==> src/rtl/ex_muldiv_pkg.sv <==
// Shared definitions for the EX-stage multiply/divide unit: funct codes,
// control state encoding and the default datapath width.
package muldiv_pkg;

    localparam int DEF_WIDTH = 32;

    localparam logic [5:0] FUNCT_MULU = 6'b011001;
    localparam logic [5:0] FUNCT_DIVU = 6'b011011;

    typedef enum logic [1:0] {
        ST_IDLE = 2'd0,
        ST_MUL  = 2'd1,
        ST_DIV  = 2'd2,
        ST_DONE = 2'd3
    } state_e;

endpackage

==> src/rtl/ex_muldiv_if.sv <==
// Request/response bundle between the ID/EX-EX/MEM pipeline and ex_muldiv.
// The pipeline side uses the master modport, the unit uses slave.
interface ex_muldiv_if
    import muldiv_pkg::*;
#(
    parameter int WIDTH = DEF_WIDTH
);
    logic             memstall_i;
    logic             start_i;
    logic [5:0]       funct_i;
    logic [WIDTH-1:0] rsdata_i;
    logic [WIDTH-1:0] rtdata_i;
    logic [4:0]       rdaddr_i;
    logic             busy_o;
    logic             done_o;
    logic [WIDTH-1:0] result_o;
    logic [WIDTH-1:0] rem_o;
    logic [4:0]       rdaddr_o;

    modport master (
        output memstall_i, start_i, funct_i, rsdata_i, rtdata_i, rdaddr_i,
        input  busy_o, done_o, result_o, rem_o, rdaddr_o
    );

    modport slave (
        input  memstall_i, start_i, funct_i, rsdata_i, rtdata_i, rdaddr_i,
        output busy_o, done_o, result_o, rem_o, rdaddr_o
    );
endinterface

==> src/rtl/ex_muldiv_div_step.sv <==
// One restoring-division iteration: shift {remainder, dividend} left by one,
// trial-subtract the divisor and keep the difference only if it did not go
// negative. The freed dividend LSB receives the new quotient bit.
module div_step
    import muldiv_pkg::*;
#(
    parameter int WIDTH = DEF_WIDTH
) (
    input  logic [WIDTH-1:0] rem_i,
    input  logic [WIDTH-1:0] dq_i,
    input  logic [WIDTH-1:0] divisor_i,
    output logic [WIDTH-1:0] rem_o,
    output logic [WIDTH-1:0] dq_o
);
    logic [WIDTH:0] shifted;
    logic           fits;

    // Shifted remainder can need WIDTH+1 bits; the difference always fits in
    // WIDTH bits once it is known to be non-negative.
    always_comb begin
        shifted = {rem_i, dq_i[WIDTH-1]};
        fits    = (shifted >= {1'b0, divisor_i});
        if (fits) begin
            rem_o = shifted[WIDTH-1:0] - divisor_i;
            dq_o  = {dq_i[WIDTH-2:0], 1'b1};
        end else begin
            rem_o = shifted[WIDTH-1:0];
            dq_o  = {dq_i[WIDTH-2:0], 1'b0};
        end
    end
endmodule

==> src/rtl/ex_muldiv.sv <==
// Multi-cycle unsigned multiply/divide unit for the EX stage.
// Shift-add multiply (LSB first) and, when EX_MULDIV_DIV_EN is defined,
// restoring division (MSB first). Without EX_MULDIV_DIV_EN a DIVU completes
// immediately with an all-ones quotient and zero remainder.
// memstall freezes every register; rst_i clears everything and aborts.
module ex_muldiv
    import muldiv_pkg::*;
#(
    parameter int WIDTH = DEF_WIDTH,
    parameter int ITER  = WIDTH
) (
    input  logic       clk_i,
    input  logic       rst_i,
    ex_muldiv_if.slave bus
);
    localparam int               CNT_W    = (ITER > 1) ? $clog2(ITER) : 1;
    localparam logic [CNT_W-1:0] CNT_LAST = CNT_W'(ITER - 1);

    state_e           state_q, state_d;
    logic [CNT_W-1:0] cnt_q, cnt_d;
    // acc: product accumulator (MUL) or partial remainder (DIV)
    logic [WIDTH-1:0] acc_q, acc_d;
    // opa: multiplicand (MUL) or dividend shifting into quotient (DIV)
    logic [WIDTH-1:0] opa_q, opa_d;
    // opb: multiplier (MUL) or divisor (DIV)
    logic [WIDTH-1:0] opb_q, opb_d;
    logic [4:0]       rd_cap_q, rd_cap_d;
    logic [WIDTH-1:0] result_q, result_d;
    logic [WIDTH-1:0] rem_q, rem_d;
    logic [4:0]       rdaddr_q, rdaddr_d;

    logic             req_valid;
    logic             req_mul;
    logic [WIDTH-1:0] mul_acc;

    assign req_mul   = (bus.funct_i == FUNCT_MULU);
    assign req_valid = bus.start_i && (req_mul || (bus.funct_i == FUNCT_DIVU));
    assign mul_acc   = acc_q + (opb_q[0] ? opa_q : '0);

`ifdef EX_MULDIV_DIV_EN
    logic [WIDTH-1:0] div_rem;
    logic [WIDTH-1:0] div_dq;

    div_step #(
        .WIDTH (WIDTH)
    ) u_div_step (
        .rem_i     (acc_q),
        .dq_i      (opa_q),
        .divisor_i (opb_q),
        .rem_o     (div_rem),
        .dq_o      (div_dq)
    );
`endif

    // Next-state, datapath update and output capture for the control FSM
    always_comb begin
        state_d  = state_q;
        cnt_d    = cnt_q;
        acc_d    = acc_q;
        opa_d    = opa_q;
        opb_d    = opb_q;
        rd_cap_d = rd_cap_q;
        result_d = result_q;
        rem_d    = rem_q;
        rdaddr_d = rdaddr_q;

        case (state_q)
            ST_IDLE: begin
                if (req_valid) begin
                    opa_d    = bus.rsdata_i;
                    opb_d    = bus.rtdata_i;
                    acc_d    = '0;
                    cnt_d    = '0;
                    rd_cap_d = bus.rdaddr_i;
                    if (req_mul) begin
                        state_d = ST_MUL;
                    end else begin
`ifdef EX_MULDIV_DIV_EN
                        if (bus.rtdata_i != '0) begin
                            state_d = ST_DIV;
                        end else begin
                            // Divide by zero: finish at once, remainder is the dividend
                            state_d  = ST_DONE;
                            result_d = '1;
                            rem_d    = bus.rsdata_i;
                            rdaddr_d = bus.rdaddr_i;
                        end
`else
                        // No divider built: DIVU completes with a fixed answer
                        state_d  = ST_DONE;
                        result_d = '1;
                        rem_d    = '0;
                        rdaddr_d = bus.rdaddr_i;
`endif
                    end
                end
            end

            ST_MUL: begin
                acc_d = mul_acc;
                opa_d = opa_q << 1;
                opb_d = opb_q >> 1;
                cnt_d = cnt_q + 1'b1;
                if (cnt_q == CNT_LAST) begin
                    state_d  = ST_DONE;
                    result_d = mul_acc;
                    rem_d    = '0;
                    rdaddr_d = rd_cap_q;
                end
            end

`ifdef EX_MULDIV_DIV_EN
            ST_DIV: begin
                acc_d = div_rem;
                opa_d = div_dq;
                cnt_d = cnt_q + 1'b1;
                if (cnt_q == CNT_LAST) begin
                    state_d  = ST_DONE;
                    result_d = div_dq;
                    rem_d    = div_rem;
                    rdaddr_d = rd_cap_q;
                end
            end
`endif

            ST_DONE: begin
                state_d = ST_IDLE;
            end

            default: begin
                state_d = ST_IDLE;
            end
        endcase
    end

    // State and datapath registers; reset wins over the memory stall freeze
    always_ff @(posedge clk_i) begin
        if (rst_i) begin
            state_q  <= ST_IDLE;
            cnt_q    <= '0;
            acc_q    <= '0;
            opa_q    <= '0;
            opb_q    <= '0;
            rd_cap_q <= '0;
            result_q <= '0;
            rem_q    <= '0;
            rdaddr_q <= '0;
        end else if (!bus.memstall_i) begin
            state_q  <= state_d;
            cnt_q    <= cnt_d;
            acc_q    <= acc_d;
            opa_q    <= opa_d;
            opb_q    <= opb_d;
            rd_cap_q <= rd_cap_d;
            result_q <= result_d;
            rem_q    <= rem_d;
            rdaddr_q <= rdaddr_d;
        end
    end

    assign bus.busy_o   = (state_q == ST_MUL) || (state_q == ST_DIV);
    assign bus.done_o   = (state_q == ST_DONE);
    assign bus.result_o = result_q;
    assign bus.rem_o    = rem_q;
    assign bus.rdaddr_o = rdaddr_q;

endmodule

==> src/flat_wrapper.sv <==
// flat-port wrapper written by rule: the top's interface ports become plain ports
module ex_muldiv_flat import muldiv_pkg::*;
#(
    parameter int WIDTH = DEF_WIDTH,
    parameter int ITER  = WIDTH
)
  (clk_i, rst_i, bus_memstall_i, bus_start_i, bus_funct_i, bus_rsdata_i, bus_rtdata_i, bus_rdaddr_i, bus_busy_o, bus_done_o, bus_result_o, bus_rem_o, bus_rdaddr_o);
  ex_muldiv_if #(.WIDTH(WIDTH)) bus_i ();
  input  logic clk_i;
  input  logic rst_i;
  input wire logic [$bits(bus_i.memstall_i)-1:0] bus_memstall_i;
  input wire logic [$bits(bus_i.start_i)-1:0] bus_start_i;
  input wire logic [$bits(bus_i.funct_i)-1:0] bus_funct_i;
  input wire logic [$bits(bus_i.rsdata_i)-1:0] bus_rsdata_i;
  input wire logic [$bits(bus_i.rtdata_i)-1:0] bus_rtdata_i;
  input wire logic [$bits(bus_i.rdaddr_i)-1:0] bus_rdaddr_i;
  output wire logic [$bits(bus_i.busy_o)-1:0] bus_busy_o;
  output wire logic [$bits(bus_i.done_o)-1:0] bus_done_o;
  output wire logic [$bits(bus_i.result_o)-1:0] bus_result_o;
  output wire logic [$bits(bus_i.rem_o)-1:0] bus_rem_o;
  output wire logic [$bits(bus_i.rdaddr_o)-1:0] bus_rdaddr_o;
  assign bus_i.memstall_i = bus_memstall_i;
  assign bus_i.start_i = bus_start_i;
  assign bus_i.funct_i = bus_funct_i;
  assign bus_i.rsdata_i = bus_rsdata_i;
  assign bus_i.rtdata_i = bus_rtdata_i;
  assign bus_i.rdaddr_i = bus_rdaddr_i;
  assign bus_busy_o = bus_i.busy_o;
  assign bus_done_o = bus_i.done_o;
  assign bus_result_o = bus_i.result_o;
  assign bus_rem_o = bus_i.rem_o;
  assign bus_rdaddr_o = bus_i.rdaddr_o;
  ex_muldiv #(.WIDTH(WIDTH), .ITER(ITER)) u_core (.clk_i(clk_i), .rst_i(rst_i), .bus(bus_i));
endmodule
==> config.mk <==
export PLATFORM = sky130hd
export DESIGN_NAME = ex_muldiv_flat
export DESIGN_NICKNAME = d
export VERILOG_FILES = /design/src/rtl/ex_muldiv_pkg.sv /design/src/rtl/ex_muldiv_if.sv /design/src/rtl/ex_muldiv_div_step.sv /design/src/rtl/ex_muldiv.sv /design/src/flat_wrapper.sv
export SDC_FILE = /design/constraint.sdc
export NUM_CORES = 1
export LEC_CHECK = 0
export BUFFER_PORTS_ARGS = -buffer_cell sky130_fd_sc_hd__buf_2
export CORE_ASPECT_RATIO = 1.1
export CORE_UTILIZATION = 50
export DETAILED_ROUTE_END_ITERATION = 16
export GPL_ROUTABILITY_DRIVEN = 0
export PLACE_DENSITY = 0.79
export SLEW_MARGIN = 20
export SYNTH_ARGS = -nofsm -noshare
export SYNTH_HDL_FRONTEND = slang
export SYNTH_SLANG_ARGS = --single-unit
==> constraint.sdc <==
create_clock -name clk_i -period 2.8 [get_ports clk_i]
set_input_delay 0 -clock clk_i [delete_from_list [all_inputs] [get_ports clk_i]]
set_output_delay 0 -clock clk_i [all_outputs]
set_load 0.005 [all_outputs]
==> reports/qor.txt <==
Outcome - completed
I/O Pins - 150
Cell area after synthesis - 7448 um^2
Hold path cells - 5
CP startpoint - u_core.opb_q[0]
Final Util - 0.6687
Initial antenna violation count - 0
CTS tree - built
Post-route insts no fill - 1225
Hold WC Path Type - in2reg
Initial Utilization - 0.5135
Most common cell after layout, fill and taps aside - dfxtp_1
Yosys Warn Count - 0
Clk sink count - 145
Tmin final - 2.720 ns
Routed len/inst - 17.66 um
FF-to-FF setup slack - 0.08 ns
Die Wd - 118.4 um
Post-synth EDFFs - 0
I/O Buffers - 117
Hold_sp - bus_memstall_i
Final setup margin - 0.07984 ns
# nets final - 1137
CP Launch Type - flop
Crit path arrival time - 3.06 ns
Max_cap viols - 0
Peak supply drop - 0.0004201 V
Final Max Slew Viols - 0
FF-to-FF path depth - 12
Global-route wire length before repair - 33.75 mm
Post-synth cell types - 57
Logic pwr share - 0.051
Post-DP HPWL - 13.23 mm
Switching part of the total - 0.2137
Antenna Nets Post-Route - 0
Core area - 14500 um^2
Total power draw - 4.849 mW
P&R area growth vs syn - 30.22%
Final setup viols - 0
H-tree level count - 4
RR Startpoint - u_core.opb_q[0]
Placement Setup Slack - -0.02800 ns
Most frequent cells in the layout - dfxtp_1, nor2_1, buf_2
Cell Rows - 46
Inst Count DP - 1111
Routed WL - 21.63 mm
R2R Path End - u_core.bus.result_o[29]
DR pass1 iterations - 9
Pint - 3.813 mW
Bufs on Longest Clock Path - 2
Remaining Overflow, GRT - 0
Worst-Skew Late Latency - 0.44 ns
Residual DRC - 0
Tightest Pin Transition - 0.8393 ns
Critical Path RT - 3.14 ns
Relative slew slack - 0.4384
Fmax - 367.6 MHz
PwrDens - 500.0 nW/um^2
Pleak - 4.172 nW
Clk root buf - clkbuf_16
Syn_area_per_cell - 8.878 um^2
Die height - 130.0 um
Fraction of registers with async set/reset - 0
Final Hold Fails - 0
Initial DRC Count - 885
Yosys reg bits - 145
Crit-path max FO - 32
Crit share post-route - 0.9715
Maximum number of pins on one net before global-route repair - 74
Sequential share of power - 0.429
Via density - 5.957
Diode count - 0
Via count - 7297
Sequential area share after synthesis - 0.3897
Global Route Usage Sum - 0.2762
CTS buffer count - 17
Max Clock Skew - 0.01218 ns
Clk slew on worst S/H paths - 0.06 ns
Vias in the first global route - 6921
Layout cells sized above 1 - 0.2091
FILL cells - 1144
Critical Path Sink Type - flop
Net Sw Power - 1.036 mW
Main synth FF type - dfxtp_1
Mapped Cells - 839
Worst Hold Path EP - u_core.state_q[0]
Post-route cell area - 9699 um^2
Critical path class - reg2reg
Area after DPL - 8137 um^2
Clock share of power - 0.520
Die area - 15390 um^2
[final cells by class]
cell class | count | area (um^2) | share of cell area
clock buffers | 19 | 442.9 | 0.04567
clock inverters | 12 | 206.4 | 0.02128
inverters | 10 | 37.54 | 0.003870
multi-input cells | 623 | 4233 | 0.4364
flip-flops and latches | 145 | 2904 | 0.2994
well taps | 192 | 240.2 | 0.02477
repair buffers | 224 | 1635 | 0.1686
[Yosys cell counts (3+ instances only)]
library cell | number | area [um^2]
nand2_1 | 36 | 135.1
a211oi_1 | 21 | 157.7
o221a_2 | 12 | 135.1
nor4_1 | 5 | 31.28
and2_1 | 35 | 219.0
buf_2 | 15 | 75.07
xnor2_1 | 18 | 157.7
xor2_1 | 16 | 140.1
o211ai_1 | 5 | 37.54
nand4_1 | 13 | 81.33
o21a_1 | 3 | 22.52
or3_1 | 3 | 18.77
mux2i_1 | 16 | 160.2
o21ai_0 | 37 | 185.2
a22o_1 | 12 | 105.1
o22ai_1 | 5 | 31.28
nor2_1 | 127 | 476.7
a31oi_1 | 8 | 50.05
nand3_1 | 6 | 30.03
inv_1 | 10 | 37.54
a22oi_1 | 13 | 97.59
clkbuf_1 | 44 | 165.2
buf_4 | 33 | 247.7
a21o_1 | 11 | 82.58
a222oi_1 | 56 | 560.5
ha_1 | 36 | 450.4
nor3_1 | 9 | 45.04
o31ai_1 | 3 | 22.52
o21bai_1 | 5 | 37.54
a21oi_1 | 46 | 230.2
nand2b_1 | 4 | 25.02
dfxtp_1 | 145 | 2903
[power by group through the flow]
| stage | sequential (mW) | clock, mW | combinational (mW) |
|---|---|---|---|
| 2_1_floorplan | 2.13 | 0 | 0.103 |
| 3_3_place_gp | 2.13 | 0 | 0.153 |
| 3_5_place_dp | 2.13 | 0 | 0.156 |
| 4_1_cts | 2.08 | 2.55 | 0.234 |
| 5_1_grt | 2.08 | 2.64 | 0.262 |
| 6_report | 2.08 | 2.52 | 0.245 |
[worst max-delay path, cell delays in order, from the launching register on]
cell	delay, ns
dfxtp_2	0.33
buf_12	0.15
and2_1	0.20
ha_1	0.39
a21oi_2	0.10
buf_4	0.16
o211ai_1	0.17
a21oi_1	0.13
nor4_1	0.35
a21oi_1	0.13
xor2_1	0.17
buf_4	0.15
a211oi_1	0.20
[sequential cells by signal, indices dropped and copies added (netlist names)]
| signal | flops |
|---|---|
| u_core.acc_q | 32 |
| u_core.bus.result_o | 32 |
| u_core.opa_q | 32 |
| u_core.opb_q | 32 |
| u_core.bus.rdaddr_o | 5 |
| u_core.cnt_q | 5 |
| u_core.rd_cap_q | 5 |
| u_core.state_q | 2 |
[stage by stage]
step / TNS (ns) / hold slack (ns)
2_1_floorplan: 0 / 0.1439
3_3_place_gp: 0 / 0.2343
3_5_place_dp: -0.02800 / 0.2451
4_1_cts: -0.002163 / 0.07565
5_1_grt: -0.1671 / 0.1478
6_report: 0 / 0.09274
[worst max-delay path by stage]
stage                                    endpoint  slack [ns]  cells past startpoint
after floorplan           u_core.bus.result_o[31]        0.36                     10
after global placement    u_core.bus.result_o[28]        0.05                     11
after detailed placement  u_core.bus.result_o[28]       -0.03                     11
after CTS                 u_core.bus.result_o[28]      -0.002                     11
after global routing      u_core.bus.result_o[29]       -0.11                     12
final                     u_core.bus.result_o[29]        0.08                     12
[cell families (layout without fill, tap and decap cells)]
| group | count (synthesis) | in the layout | share of synthesized area |
|---|---|---|---|
| adders and majority gates | 37 | 37 | 0.06316 |
| AOI/OAI and AO/OA | 256 | 256 | 0.2616 |
| xor gates and xnor gates | 34 | 34 | 0.03998 |
| DFF | 145 | 145 | 0.3897 |
| other | 1 | 32 | 0.0005035 |
| muxes | 16 | 16 | 0.02150 |
| and+or+nand+nor | 248 | 248 | 0.1530 |
| buffers and inverters | 102 | 265 | 0.07055 |
[layer usage]
layer,wire length [um],track usage,vias up
met5,0,0,-
met4,588,0.1154,0
met1,8943,0.3324,3435
li1,-,-,3447
met3,1567,0.06512,53
met2,10530,0.4772,362
[timing repair]
action	4_1_cts	5_1_grt
hold buffers	81	0
setup buffers	0	2
setup endpoints to repair	3	26
gates resized for setup	2	20
hold endpoints to repair	85	0
pin swaps	1	4
Power figures use the tool's default switching activity.
